$ cat src/rtl/fifo_pkg.sv
// Shared helpers for the narrow-to-wide packing FIFO.
package fifo_pkg;

  function automatic int unsigned depth(input int unsigned aw);
    return 2 ** aw;
  endfunction

  typedef enum logic [1:0] {
    ACC_NONE = 2'b00,
    ACC_RD   = 2'b01,
    ACC_WR   = 2'b10,
    ACC_BOTH = 2'b11
  } acc_t;

endpackage

$ cat src/rtl/reg_file_2r.sv
// Register file: one synchronous write port, two combinational read ports.
module reg_file_2r #(
  parameter int AW = 9,
  parameter int DW = 8
) (
  input  logic          clk_i,
  input  logic          we_i,
  input  logic [AW-1:0] waddr_i,
  input  logic [DW-1:0] wdata_i,
  input  logic [AW-1:0] raddr_a_i,
  input  logic [AW-1:0] raddr_b_i,
  output logic [DW-1:0] rdata_a_o,
  output logic [DW-1:0] rdata_b_o
);

  logic [DW-1:0] mem_q [2**AW];

  // Contents are deliberately left unreset.
  always_ff @(posedge clk_i) begin
    if (we_i) begin
      mem_q[waddr_i] <= wdata_i;
    end
  end

  assign rdata_a_o = mem_q[raddr_a_i];
  assign rdata_b_o = mem_q[raddr_b_i];

endmodule

$ cat src/rtl/fifo_narrow_to_wide.sv
// FIFO packing pairs of narrow writes into one wide, little-endian read word.
module fifo_narrow_to_wide
  import fifo_pkg::*;
#(
  parameter int ADDR_WIDTH = 9,
  parameter int DATA_WIDTH = 8
) (
  input  logic                    clk_i,
  input  logic                    rst_i,
  input  logic                    wr_i,
  input  logic [DATA_WIDTH-1:0]   wr_data_i,
  input  logic                    rd_i,
  output logic [2*DATA_WIDTH-1:0] rd_data_o,
  output logic                    full_o,
  output logic                    empty_o,
  output logic [ADDR_WIDTH:0]     level_o
);

  localparam int unsigned DEPTH = depth(ADDR_WIDTH);
  localparam int AW = ADDR_WIDTH;
  localparam int DW = DATA_WIDTH;

  logic [AW-1:0] w_ptr_q, w_ptr_d;
  logic [AW-1:0] r_ptr_q, r_ptr_d;
  logic [AW:0]   level_q, level_d;
  logic          wr_ok, rd_ok;
  logic [DW-1:0] lo_data, hi_data;
  acc_t          acc;

  assign full_o  = (level_q == (AW+1)'(DEPTH));
  assign empty_o = (level_q < (AW+1)'(2));
  assign level_o = level_q;

  assign wr_ok = wr_i && !full_o;
  assign rd_ok = rd_i && !empty_o;
  assign acc   = acc_t'({wr_ok, rd_ok});

  reg_file_2r #(
    .AW(AW),
    .DW(DW)
  ) u_rf (
    .clk_i    (clk_i),
    .we_i     (wr_ok),
    .waddr_i  (w_ptr_q),
    .wdata_i  (wr_data_i),
    .raddr_a_i(r_ptr_q),
    .raddr_b_i(r_ptr_q | AW'(1)),
    .rdata_a_o(lo_data),
    .rdata_b_o(hi_data)
  );

  assign rd_data_o = empty_o ? '0 : {hi_data, lo_data};

  always_comb begin
    w_ptr_d = w_ptr_q;
    r_ptr_d = r_ptr_q;
    level_d = level_q;
    unique case (acc)
      ACC_WR: begin
        w_ptr_d = w_ptr_q + AW'(1);
        level_d = level_q + (AW+1)'(1);
      end
      ACC_RD: begin
        r_ptr_d = r_ptr_q + AW'(2);
        level_d = level_q - (AW+1)'(2);
      end
      ACC_BOTH: begin
        w_ptr_d = w_ptr_q + AW'(1);
        r_ptr_d = r_ptr_q + AW'(2);
        level_d = level_q - (AW+1)'(1);
      end
      default: ;
    endcase
  end

  always_ff @(posedge clk_i or posedge rst_i) begin
    if (rst_i) begin
      w_ptr_q <= '0;
      r_ptr_q <= '0;
      level_q <= '0;
    end else begin
      w_ptr_q <= w_ptr_d;
      r_ptr_q <= r_ptr_d;
      level_q <= level_d;
    end
  end

endmodule

$ cat config.mk
export PLATFORM = sky130hd
export DESIGN_NAME = fifo_narrow_to_wide
export DESIGN_NICKNAME = d
export VERILOG_FILES = /design/src/rtl/fifo_pkg.sv /design/src/rtl/reg_file_2r.sv /design/src/rtl/fifo_narrow_to_wide.sv
export SDC_FILE = /design/constraint.sdc
export NUM_CORES = 2
export LEC_CHECK = 0
export CELL_PAD_IN_SITES_DETAIL_PLACEMENT = 1
export CELL_PAD_IN_SITES_GLOBAL_PLACEMENT = 2
export CORE_MARGIN = 2
export CORE_UTILIZATION = 45
export CTS_CLUSTER_SIZE = 40
export DETAILED_ROUTE_END_ITERATION = 8
export PLACE_DENSITY = 0.75
export REMOVE_ABC_BUFFERS = 1
export SETUP_SLACK_MARGIN = 0.1
export SLEW_MARGIN = 25
export SYNTH_ARGS = -nofsm -noshare
export SYNTH_HDL_FRONTEND = slang
export SYNTH_SLANG_ARGS = --single-unit
$ cat constraint.sdc
create_clock -name clk_i -period 2.55 [get_ports clk_i]
set_input_delay 0.3825 -clock clk_i [delete_from_list [all_inputs] [get_ports clk_i]]
set_output_delay 0.3825 -clock clk_i [all_outputs]
set_load 0.05 [all_outputs]
; ---- After elaboration in Yosys (flattened, before gate mapping)
; Memories as Yosys holds them, arrays and structs flattened.
; Cells that the tools add are included.
[op_classes]
mul = 0
n_eq_ne = 4
order_cmp = 1
n_div = 0
bitwise = 0
shifts = 0
n_addsub = 5
reduce_logical = 7
mux = 4
[op_table]
columns = operator, n
row1 = one-hot mux 10 bit (3 select lines), 1
row2 = 2-to-1 mux 16 bit, 1
row3 = adder 10 x 1 -> 10 bit (second input constant), 1
row4 = == test 10 bit (second input constant), 1
row5 = < comparator 10 x 2 -> 1 bit (second input constant), 1
row6 = subtractor 10 x 1 -> 10 bit (second input constant), 1
row7 = subtractor 10 x 2 -> 10 bit (second input constant), 1
row8 = adder 9 x 1 -> 9 bit (second input constant), 1
row9 = adder 9 x 2 -> 9 bit (second input constant), 1
row10 = == test 2 bit (second input constant), 2
row11 = OR reduction 2 bit, 2
row12 = nonzero test 3 bit, 1
row13 = == test 2 x 1 -> 1 bit (second input constant), 1
row14 = logical AND 1 bit, 2
row15 = zero test 1 bit, 2
row16 = 2-to-1 mux 1 bit, 2
[totals]
ramBits = 4096
memories = 1
latchBits = 0
romBits = 0
out_inout_bits = 28
regBits = 28
[memory_table]
columns = name, depth, word_bits, read_ports, rd_clocked_by_memory_dff, write_ports, line
row1 = u_rf.mem_q, 512, 8, 2, 0, 1, reg_file_2r.sv:16  ; logic [DW-1:0] mem_q [2**AW];

; ---- Logic depth before layout (Yosys ltp)
[depth]
depth_word = 5
mapped_depth = 12
depth_no_buf = 10

; ---- By module
; From an unflattened synthesis, not the netlist that was laid out.
[unflattened]
hier_cells = 11627
area_unflattened_um2 = 197107.8
[by_module_without_submodules]
columns = module, cells_each, area_each_um2, seq_area_each_um2, n_inst
row1 = reg_file_2r, 11435, 195359.9, 122998.0, 1
row2 = fifo_narrow_to_wide, 192, 1747.9, 675.6, 1

; ---- Least setup slack after synthesis
; No wires, ideal clock.
[synth_path]
path_type = flip-flop to output port
startpoint = reg level_q[4], in the netlist level_o[4]
endpoint = out rd_data_o[11]
n_path_buf = 3
path_slack_ps = -1165
required_ps = 2168
path_stages_with_launch = 8
arrival_ps = 3332
cell_sequence = dfrtp_1 -> clkbuf_1 -> nor4_4 -> and3_1 -> clkbuf_1 -> or2_2 -> buf_1 -> o32ai_1
[synth_between]
elab_chain_len = 2
[synth_rtl]
columns = element, line
row1 = from (decl), fifo_narrow_to_wide.sv:25  ; logic [AW:0] level_q, level_d;
row2 = from (signal assigned), fifo_narrow_to_wide.sv:84  ; level_q <= level_d;
row3 = < comparator 10 x 2 -> 1 bit, fifo_narrow_to_wide.sv:31  ; assign empty_o = (level_q < (AW+1)'(2));
row4 = net empty_o, fifo_narrow_to_wide.sv:15  ; output logic empty_o,
row5 = 2-to-1 mux 16 bit, fifo_narrow_to_wide.sv:52  ; assign rd_data_o = empty_o ? '0 : {hi_data, lo_data};
row6 = to (decl), fifo_narrow_to_wide.sv:13  ; output logic [2*DATA_WIDTH-1:0] rd_data_o,
; The timed path passes the listed nets, and every way through them passes these cells.

; ---- Worst setup path after layout
[layout_path]
startpoint = reg r_ptr_q[1]
endpoint = out rd_data_o[12]
[layout_between]
elab_chain_len = 2
[layout_rtl]
columns = element, line
row1 = from (decl), fifo_narrow_to_wide.sv:24  ; logic [AW-1:0] r_ptr_q, r_ptr_d;
row2 = from (signal assigned), fifo_narrow_to_wide.sv:83  ; r_ptr_q <= r_ptr_d;
row3 = memory read (512 x 8 bit), -
row4 = 2-to-1 mux 16 bit, fifo_narrow_to_wide.sv:52
; Every way passes these cells.

==> metrics.txt <==
synthesis warning total=0; htree depth=5; outcome=complete, but fails checks; Initial Util=0.452; failing checks=negative setup slack; CTS buffer count=417; Post-synth EDFFs=4096; global route overflow=0; Core Rows=219; period utilization=1.90; Reg2Reg Launch Point=level_o[3]$_DFFE_PP0P_; FMAX=0.207 GHz; P_leak=67.1 nW; Main synth FF type=edfxtp_1; Layout area overhead=25.7%; gpl congestion=0.864; fin nets=9571; max cap viols=0; worst hold-check path type=input port to flip-flop; hold_sp=wr_i; CORE AREA=355000 um^2; RSZ-0062 raised after global routing=true; Slew @ Worst Pin=1010 ps; total power=0.221 W; async set or reset register ratio after synthesis=0.00655; sequential area share after synthesis=0.771; Layout Utilization=0.568; R2R setup slack=-170 ps; top-area cell type share of the netlist area=0.766; Synth Instances=7739; R2R cell count=13; Final Skew=94.3 ps; DR WL/cell=35.3 um; hold depth=4; total global-route track usage=0.272; Synth Cell Area=161000 um^2; Mapped Avg Cell Area=20.7 um^2; clk buf depth=4; share of cells above drive strength 1=0.386; final setup fails=2737; VDD IR-drop max=0.000822 V; critical path class=flip-flop to output port; register area=124000 um^2; largest net degree at the start of global routing=128; minimum clock period=4830 ps; Die ar.=361000 um^2; first-pass GRT wire length=704 mm; power density cells=1100 nW/um^2; Hold Path End=level_o[0]$_DFFE_PP0P_; area of the multi-input gates=37900 um^2; Final Hold Vio Count=0; Initial DRC Count=11500; Worst Path Max Fanout=7; Critical Path AT=4450 ps; PortBufs=39; Clk Latency, worst-skew pair=1020 ps; vias in the first global route=92900; Via-to-Cell Ratio=6.20; via count=90800; max-slew violations=0; Crit. End Element=output port; number of synthesized register bits=4123; Pre-antenna DRT Iters=6; DPL Wire Length=322 mm; drc violations=0; TritonCTS clock tree=yes; Die Height=601 um; FILL cells=30500; startpoint types=flip-flop; reg2reg end=u_rf.mem_q[353][5]$_DFFE_PP_; relative slew slack=0.324; CTS clk-pin slew, worst paths=60 ps; final worst slack=-2280 ps; number of routed nets with antenna violations=0; Crit path required time=2170 ps; antenna violations before repair=13; Clock Sinks=4123; DIE WIDTH=601 um; Clock Tree Root=clkbuf_16; synth top area cells=edfxtp_1 77%, mux4_2 11%, mux2i_1 3.6%; Ports=40; final wirelength=518 mm; cell taking the most area after synthesis=edfxtp_1; number of distinct library cells after synthesis=66
## kinds of logic (layout without fill, tap and decap cells)
group / after synthesis / count (layout) / synth area share
compound gates: 802 / 802 / 0.0361
simple gates: 868 / 868 / 0.0229
other cells: 0 / 4 / 0
fa+ha+maj: 7 / 7 / 0.000546
flops: 4123 / 4123 / 0.771
xor+xnor: 24 / 24 / 0.00131
mux: 1397 / 1397 / 0.151
buf+inv: 518 / 2674 / 0.0180
## worst max-delay path by stage
stage / startpoint / to / cells past startpoint
detailed placement: r_ptr_q[1]$_DFFE_PP0P_ / rd_data_o[8] / 12
floorplan: r_ptr_q[1]$_DFFE_PP0P_ / rd_data_o[15] / 6
CTS: r_ptr_q[1]$_DFFE_PP0P_ / rd_data_o[11] / 12
global placement: r_ptr_q[1]$_DFFE_PP0P_ / rd_data_o[11] / 13
global route: r_ptr_q[1]$_DFFE_PP0P_ / rd_data_o[12] / 15
finish: r_ptr_q[1]$_DFFE_PP0P_ / rd_data_o[12] / 15
## cell usage after synthesis, drive strengths merged, types with 8 or more instances
master and n:
nand2 129, a221oi 170, o22ai 35, buf 242
and3 8, inv 12, a22o 54, mux2 8
o21ai 123, nor3 38, a22oi 98, a21oi 128
a32oi 11, nand3 56, mux4 814, o31ai 22
xnor2 18, nand4 17, o221ai 8, nor2 544
a211oi 27, clkbuf 263, edfxtp 4096, o211ai 10
nand2b 28, dfrtp 27, o2111ai 15, nor2b 20
a221o 27, o32ai 24, a31oi 30, mux2i 575
## cell type report
cell class / instances / share of cell area
diodes: 4 / 0.0000496
clock buffers: 504 / 0.0539
clock inverters: 258 / 0.0114
inverters: 13 / 0.000304
multi-input cells: 3098 / 0.188
flip-flops and latches: 4123 / 0.613
well taps: 4751 / 0.0295
repair buffers: 1899 / 0.104
## metrics by stage
step                instances  TNS (ps)  hold WS, ps  setup slack (ps)  instance area (um^2)
floorplan                7234  -4735700          435            -46120                158000
global placement        13700   -421680          510             -1890                180000
detailed placement      13700   -560050          528             -1850                180000
CTS                     14500   -136300          192             -2290                196000
global route            14600   -421200          283             -2330                202000
finish                  14700   -224730          236             -2280                202000
## where the power goes
part	switching [W]	leakage, nW	internal (W)
clock	0.0263	6.45	0.0339
combinational	0.0476	23.5	0.0380
sequential	0.000443	37.1	0.0750
## state kept, by name, indices dropped and copies added, names as in the netlist
name / count
u_rf.mem_q: 4096
r_ptr_q: 8
w_ptr_q: 9
level_o: 10
## cell usage in the layout (no fill, tap or decap), types with 20 or more instances in the layout
cell       instances
a21oi_1           94
a21oi_2           30
a221o_1           27
a221oi_1         100
a221oi_2          59
a22o_1            53
a22oi_1           94
a31oi_1           23
buf_12           265
buf_16            48
buf_4           1171
buf_6            239
buf_8            120
bufinv_16         36
clkbuf_1          82
clkbuf_16        449
clkinv_1         108
clkinv_2          82
dfrtp_1           20
edfxtp_1        4096
mux2i_1          558
mux4_2           814
nand2_1          112
nand2b_1          27
nand3_1           39
nor2_1           311
nor2_2            31
nor2_4           202
o21ai_0           90
o21ai_1           20
o22ai_1           21
## critical path: stages (launching register included)
cell       delay, ps
dfrtp_4          560
buf_12           190
buf_16           180
buf_16           170
buf_12           140
mux2i_4          170
a221oi_2         340
buf_4            190
o22ai_4           80
a2111oi_4        380
buf_4            190
o31ai_2           60
buf_4            180
o22ai_4          270
buf_6            170
buf_12           130
## per-layer routing
| metal | up-vias | wire length (um) | GRT usage |
|---|---|---|---|
| met5 | - | 41 | 0 |
| met4 | 6 | 20200 | 0.0876 |
| met3 | 930 | 49500 | 0.0534 |
| met2 | 5136 | 249000 | 0.438 |
| met1 | 48800 | 199000 | 0.373 |
| li1 | 36000 | - | - |
## timing repair
item	CTS	global route
setup endpoints to repair	3814	4126
gates resized for setup	461	931
hold buffers	9	0
buffers inserted	65	98
pin swaps	81	225
cloned	24	29
hold endpoints to repair	293	0
No activity file was read; power rests on OpenSTA's default activity.
